`src/rtl/buzzer_sequencer.sv`:
```
// Autonomous event-list player for Buzzer16: fetches 2-word events over the DMA read
// handshake, strobes each command into Buzzer16, then holds for the event duration in ticks.
module buzzer_sequencer #(
    parameter int unsigned TICK_DIV = 50000,
    parameter logic [7:0]  END_OP   = 8'hFF
) (
    input  logic        clk,
    input  logic        rst,
    input  logic        ctrl_start,
    input  logic        ctrl_stop,
    input  logic        ctrl_loop,
    input  logic [15:0] ctrl_base,
    output logic        busy,
    output logic        done,
    output logic [15:0] addrDMA,
    output logic        startDMA,
    input  logic [15:0] inDMA,
    input  logic        rdyDMA,
    output logic        buz_start,
    output logic [23:0] buz_in
);

    localparam int unsigned PW = (TICK_DIV > 1) ? $clog2(TICK_DIV) : 1;
    localparam logic [PW-1:0] PRE_LAST  = PW'(TICK_DIV - 1);
    localparam logic [PW-1:0] PRE_FIRST = (TICK_DIV > 1) ? PW'(1) : '0;
    localparam logic [7:0]    TICK_FIRST = (TICK_DIV > 1) ? 8'd0 : 8'd1;
    localparam logic [23:0]   STOP_CMD  = 24'h020000;

    typedef enum logic [2:0] {
        IDLE,
        RD0,
        W0,
        RD1,
        W1,
        ISSUE,
        HOLD,
        STOPCMD
    } stateT;

    stateT         state;
    stateT         nextState;
    logic [15:0]   ptr;
    logic [15:0]   base;
    logic          loopFlag;
    logic [7:0]    opcode;
    logic [7:0]    dur;
    logic [15:0]   arg;
    logic [PW-1:0] prescale;
    logic [7:0]    tickCnt;
    logic          stopPend;

    logic stopReq;
    logic isEnd;
    logic holdLast;
    logic issueLast;
    logic startOk;

    always_comb begin
        stopReq   = stopPend | ctrl_stop;
        isEnd     = (inDMA[15:8] == END_OP);
        startOk   = ctrl_start & ~ctrl_stop;
        holdLast  = (prescale == PRE_LAST) && (({1'b0, tickCnt} + 9'd1) == {1'b0, dur});
        issueLast = (dur == 8'd0) || ((dur == 8'd1) && (TICK_DIV == 1));

        nextState = state;
        busy      = (state != IDLE);
        done      = 1'b0;
        startDMA  = 1'b0;
        addrDMA   = '0;
        buz_start = 1'b0;
        buz_in    = '0;

        case (state)
            IDLE: begin
                if (startOk) nextState = RD0;
            end
            RD0: begin
                startDMA  = 1'b1;
                addrDMA   = ptr;
                nextState = W0;
            end
            W0: begin
                addrDMA = ptr;
                if (rdyDMA) begin
                    if (stopReq) begin
                        nextState = STOPCMD;
                    end else if (isEnd) begin
                        if (loopFlag) begin
                            nextState = RD0;
                        end else begin
                            nextState = IDLE;
                            done      = 1'b1;
                        end
                    end else begin
                        nextState = RD1;
                    end
                end
            end
            RD1: begin
                startDMA  = 1'b1;
                addrDMA   = ptr + 16'd1;
                nextState = W1;
            end
            W1: begin
                addrDMA = ptr + 16'd1;
                if (rdyDMA) nextState = stopReq ? STOPCMD : ISSUE;
            end
            ISSUE: begin
                buz_start = 1'b1;
                buz_in    = {opcode, arg};
                if (stopReq)        nextState = STOPCMD;
                else if (issueLast) nextState = RD0;
                else                nextState = HOLD;
            end
            HOLD: begin
                if (stopReq)       nextState = STOPCMD;
                else if (holdLast) nextState = RD0;
            end
            STOPCMD: begin
                buz_start = 1'b1;
                buz_in    = STOP_CMD;
                done      = 1'b1;
                nextState = IDLE;
            end
            default: nextState = IDLE;
        endcase
    end

    always_ff @(posedge clk or negedge rst) begin
        if (!rst) begin
            state    <= IDLE;
            ptr      <= '0;
            base     <= '0;
            loopFlag <= 1'b0;
            opcode   <= '0;
            dur      <= '0;
            arg      <= '0;
            prescale <= '0;
            tickCnt  <= '0;
            stopPend <= 1'b0;
        end else begin
            state <= nextState;

            if ((state == IDLE) || (state == STOPCMD)) stopPend <= 1'b0;
            else if (ctrl_stop)                        stopPend <= 1'b1;

            case (state)
                IDLE: begin
                    if (startOk) begin
                        base     <= ctrl_base;
                        loopFlag <= ctrl_loop;
                        ptr      <= ctrl_base;
                    end
                end
                W0: begin
                    if (rdyDMA) begin
                        opcode <= inDMA[15:8];
                        dur    <= inDMA[7:0];
                        if (isEnd && loopFlag) ptr <= base;
                    end
                end
                W1: begin
                    if (rdyDMA) arg <= inDMA;
                end
                ISSUE: begin
                    // ISSUE is the first counted hold cycle, so strobe-to-next-fetch is duration*TICK_DIV
                    ptr      <= ptr + 16'd2;
                    prescale <= PRE_FIRST;
                    tickCnt  <= TICK_FIRST;
                end
                HOLD: begin
                    if (prescale == PRE_LAST) begin
                        prescale <= '0;
                        tickCnt  <= tickCnt + 8'd1;
                    end else begin
                        prescale <= prescale + 1'b1;
                    end
                end
                default: ;
            endcase
        end
    end

endmodule

```
`config.mk`:
```
export PLATFORM = sky130hd
export DESIGN_NAME = buzzer_sequencer
export DESIGN_NICKNAME = d
export VERILOG_FILES = /design/src/rtl/buzzer_sequencer.sv
export SDC_FILE = /design/constraint.sdc
export NUM_CORES = 1
export LEC_CHECK = 0
export CAP_MARGIN = 10
export CORE_MARGIN = 5
export CORE_UTILIZATION = 40
export CTS_BUF_LIST = sky130_fd_sc_hd__clkbuf_4 sky130_fd_sc_hd__clkbuf_8
export DETAILED_ROUTE_END_ITERATION = 8
export HOLD_SLACK_MARGIN = 0.1
export PLACE_DENSITY = 0.7
export SYNTH_ARGS = -nofsm -noshare
export SYNTH_HDL_FRONTEND = slang
export SYNTH_SLANG_ARGS = --single-unit
export TNS_END_PERCENT = 50
```
`constraint.sdc`:
```
create_clock -name clk -period 2.4 [get_ports clk]
set_input_delay 0.72 -clock clk [delete_from_list [all_inputs] [get_ports clk]]
set_output_delay 0.72 -clock clk [all_outputs]
set_load 0.05 [all_outputs]
```
==> impl_metrics.tcl, run 1 <==
set metrics [dict create \
    dp_cells 891 \
    place_area_um2 7520 \
    track_usage 0.211 \
    path_class "reg2out" \
    final_max_slew_viol_count 0 \
    startpoint_type "register" \
    yosys_warnings 0 \
    drt_iter0_markers 303 \
    die_area_um2 16100 \
    max_slew.worst_pin.slew_ps 536 \
    die_h_um 127 \
    ys_seq_elements 93 \
    finalCritPeriodShare 1.18 \
    peakVddDrop_v 0.000579 \
    cts.sinks 93 \
    grt_pass1_wl_um 27700 \
    io_buffers 81 \
    crit_chain "ha_4, and4_1, nand4_1, or3_4, buf_6, o22ai_4, buf_12" \
    setup_viol 42 \
    antenna_found_initial 0 \
    dp_slack_ps -419 \
    drtPass1Iterations 5 \
    syn-instance-count 581 \
    worstPathArrival_ps 2100 \
    start_util 0.410 \
    async_flop_share 1.00 \
    core_um2 13300 \
    wl_per_cell_um 18.0 \
    clockRootBuffer "clkbuf_8" \
    tns_ps -8800 \
    violations "setup timing" \
    cts_htree_levels 3 \
    outcome "complete, but fails checks" \
    place.gp.congestion 0.867 \
    final-instance-count-excl-fill 946 \
    cpPeakStageDelay_ps 420 \
    timing.slew.headroom 0.640 \
    cp_top_family "simple AND/OR/NAND/NOR gates" \
    p_leak_nw 3.68 \
    crit_fanout 2 \
    syn_nets 623 \
    cts_max_path_buffers 2 \
    drive_gt1_frac 0.444 \
    grt_max_degree 94 \
    dr_total_vias 5330 \
    synth_flop_cell "dfrtp_1" \
    nets 807 \
    antenna_cells 0 \
    grt_pass1_vias 5419 \
    whs_ps 373 \
    rsz0062_at_grt "true" \
    drc 0 \
    final_cell_mix "buf_4, dfrtp_1, mux2_2, nand2_1, buf_12" \
    ys_seq_area_frac 0.427 \
    hold_viol_final 0 \
    std_cell_rows 42 \
    clk_pin_slew_ps 110 \
    ant_nets 0 \
    hold_class "in2async" \
    die-width_um 127 \
    power_density_nw_per_um2 1300 \
    synth_edf_count 0 \
    syn_avg_cell_area_um2 9.38 \
    routed_via_density 5.63 \
    hpwl_um 11600 \
    grt_overflow 0 \
    syn_to_final_growth_pct 57.3 \
    cp_num_buf_inv 2 \
    end_kind "primary output" \
    required_ps 1680 \
    wirelength_um 17000 \
    ys_types 57 \
    io_pins 82 \
    setup_ws_ps -424 \
    layout_commonest_cell "buf_4" \
    finalClockSkew_ps 18.2 \
    final_design_area_no_fill_um2 8570 \
    fin_crit_ps 2820 \
    cap_violations 0 \
    n_fill_cell 1025 \
    cts_made_buffers 9 \
    worst_path_max_delay_cell "dfrtp_1" \
    syn_area_um2 5450 \
    fmax_ghz 0.354 \
    clk_latency_ps 370 \
    cts_tree "built" \
]
-- Yosys cell counts, types with 3 or more instances --
master | count | area (um2)
nand4_1 | 10 | 62.6
a41oi_1 | 3 | 26.3
a21oi_1 | 23 | 115
ha_1 | 4 | 50.1
a31oi_1 | 11 | 68.8
a22oi_1 | 5 | 37.5
o31ai_1 | 7 | 52.6
nor2_1 | 38 | 143
a22o_1 | 12 | 105
nor3_1 | 14 | 70.1
nor4_1 | 10 | 62.6
o21ai_0 | 51 | 255
a211oi_1 | 6 | 45.0
o22a_1 | 3 | 26.3
or4_1 | 3 | 22.5
o21ai_1 | 4 | 20.0
xor2_1 | 11 | 96.3
or2_2 | 6 | 37.5
nand2_1 | 45 | 169
inv_1 | 12 | 45.0
mux2_2 | 50 | 563
buf_2 | 5 | 25.0
nand3_1 | 17 | 85.1
o41ai_1 | 4 | 35.0
o21a_1 | 6 | 45.0
and3b_1 | 3 | 26.3
a221oi_1 | 6 | 52.6
nor2b_1 | 3 | 18.8
and3_1 | 9 | 56.3
and2_1 | 27 | 169
a21o_1 | 3 | 22.5
dfrtp_1 | 93 | 2330
or3_1 | 6 | 37.5
xnor2_1 | 10 | 87.6
nor3b_1 | 5 | 37.5
o22ai_1 | 3 | 18.8
clkbuf_1 | 28 | 105
-- per-layer routing --
metal / global-route usage / vias up / routed length, um
met5: 0 / - / 0
met4: 0.0650 / 0 / 269
met3: 0.0383 / 20 / 734
met2: 0.384 / 120 / 9210
met1: 0.251 / 2673 / 6830
li1: - / 2517 / -
-- report_power, final --
group          leakage (nW)  internal (mW)  switching, mW  total [mW]
sequential             1.16           2.18          0.523        2.70
clock                0.0929          0.425          0.606        1.03
combinational          2.43           3.58           3.86        7.44
total                  3.68           6.18           4.99        11.2
-- cell families (layout without fill, tap and decap cells) --
| kind of cell | after synthesis | in the layout | synth area share |
|---|---|---|---|
| XOR/XNOR | 21 | 21 | 0.0338 |
| flip-flops | 93 | 93 | 0.427 |
| buffers and inverters | 48 | 237 | 0.0349 |
| adder cells (fa/ha/maj) | 4 | 4 | 0.00919 |
| AO/OA/AOI/OAI | 158 | 158 | 0.186 |
| AND/OR/NAND/NOR | 207 | 207 | 0.205 |
| multiplexers | 50 | 50 | 0.103 |
-- stage by stage --
step                total power, mW   util
floorplan                      6.35      -
global placement               8.49  0.565
detailed placement             8.68  0.565
CTS                            10.9  0.635
global route                   11.8  0.644
finish                         11.2  0.644
-- worst paths after layout --
| check | from | to | slack, ps | cells past startpoint |
|---|---|---|---|---|
| min in group clk | prescale[13] | prescale[13] | 510 | 1 |
| max | ptr[1] | addrDMA[15] | -420 | 7 |
| min reg2reg | prescale[13] | prescale[13] | 510 | 1 |
| max in group asynchronous | rst | state[0] | 1600 | 2 |
| max reg2reg | state[1] | state[1] | 60 | 10 |
| min | rst | prescale[11] | 370 | 2 |
-- sequential cells by signal (all words and copies together) (netlist names) --
name,flops
base,16
prescale,16
loopFlag,1
ptr,16
state,3
opcode,8
tickCnt,8
stopPend,1
arg,16
dur,8
-- layout make-up --
| type | instances | area [um2] | share of cell area |
|---|---|---|---|
| Clock buffer | 10 | 138 | 0.0161 |
| Clock inverter | 6 | 55.1 | 0.00643 |
| Inverter | 12 | 45.0 | 0.00526 |
| Multi-Input combinational cell | 440 | 3490 | 0.408 |
| Sequential cell | 93 | 2330 | 0.272 |
| Tap cell | 176 | 220 | 0.0257 |
| Timing Repair Buffer | 209 | 2280 | 0.267 |
-- timing repair --
action | CTS | global route
cloned | 3 | 0
setup buffers | 33 | 6
endpoints found under the hold margin | 0 | 0
endpoints found under the setup margin | 42 | 44
gates resized for setup | 130 | 21
pin swaps | 49 | 11
hold buffers | 0 | 0
Power figures use the tool's default switching activity.
==> run 2: changes to the inputs <==
--- a/constraint.sdc
+++ b/constraint.sdc
@@ -3,2 +3,2 @@
 set_output_delay 0.72 -clock clk [all_outputs]
-set_load 0.05 [all_outputs]
+set_load 0.005 [all_outputs]
==> impl_metrics.tcl, run 2 (same netlist as run 1, synthesis figures left out) <==
set metrics [dict create \
    timing.slew.headroom 0.576 \
    drt_iter0_markers 401 \
    whs_ps 300 \
    grt_pass1_wl_um 27500 \
    max_slew.worst_pin.slew_ps 635 \
    r2r_cells 10 \
    fmax_ghz 0.360 \
    regToRegSetupSlack_ps 50 \
    p_leak_nw 3.59 \
    wl_per_cell_um 17.7 \
    clock_power_share 0.114 \
    std_cell_rows 42 \
    die-width_um 127 \
    p_switching_mw 3.67 \
    cts_max_path_buffers 2 \
    violations "setup timing" \
    track_usage 0.209 \
    crit_fanout 2 \
    startpoint_type "register" \
    antenna_cells 0 \
    outcome "complete, but fails checks" \
    antenna_found_initial 0 \
    finalClockSkew_ps 13.8 \
    drive_gt1_frac 0.420 \
    dr_total_vias 5347 \
    final_max_slew_viol_count 0 \
    ant_nets 0 \
    hpwl_um 11500 \
    path_class "reg2out" \
    grt_overflow 0 \
    crit_chain "ha_2, and4_4, nand4_1, or3_4, a21oi_2, o22ai_1, buf_2" \
    cts_tree "built" \
    grt_max_degree 41 \
    peakVddDrop_v 0.000640 \
    die_area_um2 16100 \
    worst_path_max_delay_cell "or3_4" \
    setup_ws_ps -375 \
    io_pins 82 \
    grt_pass1_vias 5396 \
    end_kind "primary output" \
    cp.depth 7 \
    p_comb_frac 0.608 \
    clockRootBuffer "clkbuf_8" \
    syn_to_final_growth_pct 48.8 \
    cp_num_buf_inv 1 \
    drc 0 \
    final_design_area_no_fill_um2 8110 \
    cap_violations 0 \
    cp_top_family "simple AND/OR/NAND/NOR gates" \
    cts_made_buffers 9 \
    nets 821 \
    internal_power_mw 5.72 \
    place.gp.congestion 0.920 \
    clk_latency_ps 380 \
    die_h_um 127 \
    timing.rr.start "state[0]" \
    worstSetupStartpoint "ptr[2]" \
    rsz0062_at_grt "true" \
    sequentialPowerShare 0.278 \
    drtPass1Iterations 4 \
    core_um2 13300 \
    wirelength_um 17000 \
    fin_crit_ps 2780 \
    place_area_um2 7140 \
    start_util 0.410 \
    clk_pin_slew_ps 90 \
    p_sw_frac 0.391 \
    r2r_end "ptr[15]" \
    hold_class "in2async" \
    routed_via_density 5.57 \
    cts_hold_buf 0 \
    finalCritPeriodShare 1.16 \
    layout_commonest_cell "buf_4" \
    required_ps 1680 \
    cts.sinks 93 \
    final_cell_mix "buf_4, dfrtp_1, mux2_2, buf_6, nand2_1" \
    io_buffers 81 \
    cts_htree_levels 3 \
    setup_viol 40 \
    power_density_nw_per_um2 1160 \
    cpPeakStageDelay_ps 410 \
    hold_viol_final 0 \
    worstPathArrival_ps 2060 \
]
-- run 2: cell types whose count changed in the layout (fill, tap and decap cells not counted), sizes merged --
cell	change
bufinv	+1
buf	+7
inv	-3
clkbuf	+6
clkdlybuf4s50	+2
dlymetal6s2s	+4
dlygate4sd2	-5
clkinv	+2
-- run 2: how the worst max path moves through the flow --
stage / end / slack, ps
5_1_grt: addrDMA[15] / -500
6_report: addrDMA[15] / -380
3_3_place_gp: done / -740
4_1_cts: addrDMA[15] / -390
2_1_floorplan: addrDMA[15] / 10
3_5_place_dp: done / -800
-- run 2: area by class of cell --
class / instances / area [um2]
clock inverter: 6 / 63.8
clock buffer: 10 / 131
fill: 1093 / 5190
multi-input combinational: 440 / 3280
inverter: 12 / 45.0
tap: 176 / 220
sequential: 93 / 2330
timing repair buffer: 223 / 2040
-- run 2: metrics by stage --
step           TNS (ps)  power, mW   util  std cells  setup WS [ps]
2_1_floorplan         0       4.92      -        581           14.1
3_3_place_gp      -8030       7.00  0.537        899           -741
5_1_grt          -10060       10.0  0.610        960           -500
4_1_cts           -8050       8.97  0.591        947           -387
6_report          -6950       9.38  0.610        960           -375
3_5_place_dp      -9920       7.14  0.537        899           -802
-- run 2: repair_timing --
action,4_1_cts,5_1_grt
gates resized for setup,248,74
pin swaps,36,22
setup endpoints to repair,54,56
gates cloned,3,0
setup buffers,31,13
-- run 2: per-layer routing --
layer / wire length [um] / GRT usage / part of all wire / vias to the layer above
li1: - / - / - / 2534
met1: 7360 / 0.272 / 0.43 / 2642
met2: 8270 / 0.345 / 0.49 / 152
met3: 1100 / 0.0605 / 0.065 / 19
met4: 231 / 0.0498 / 0.014 / 0
met5: 0 / 0 / 0 / -
-- run 2: power groups by stage --
stage	Combinational [mW]	Clock, mW	Sequential (mW)
finish	5.70	1.07	2.61
global route	6.16	1.16	2.69
CTS	5.28	1.10	2.59
detailed placement	4.52	0	2.62
global placement	4.41	0	2.58
floorplan	2.45	0	2.48
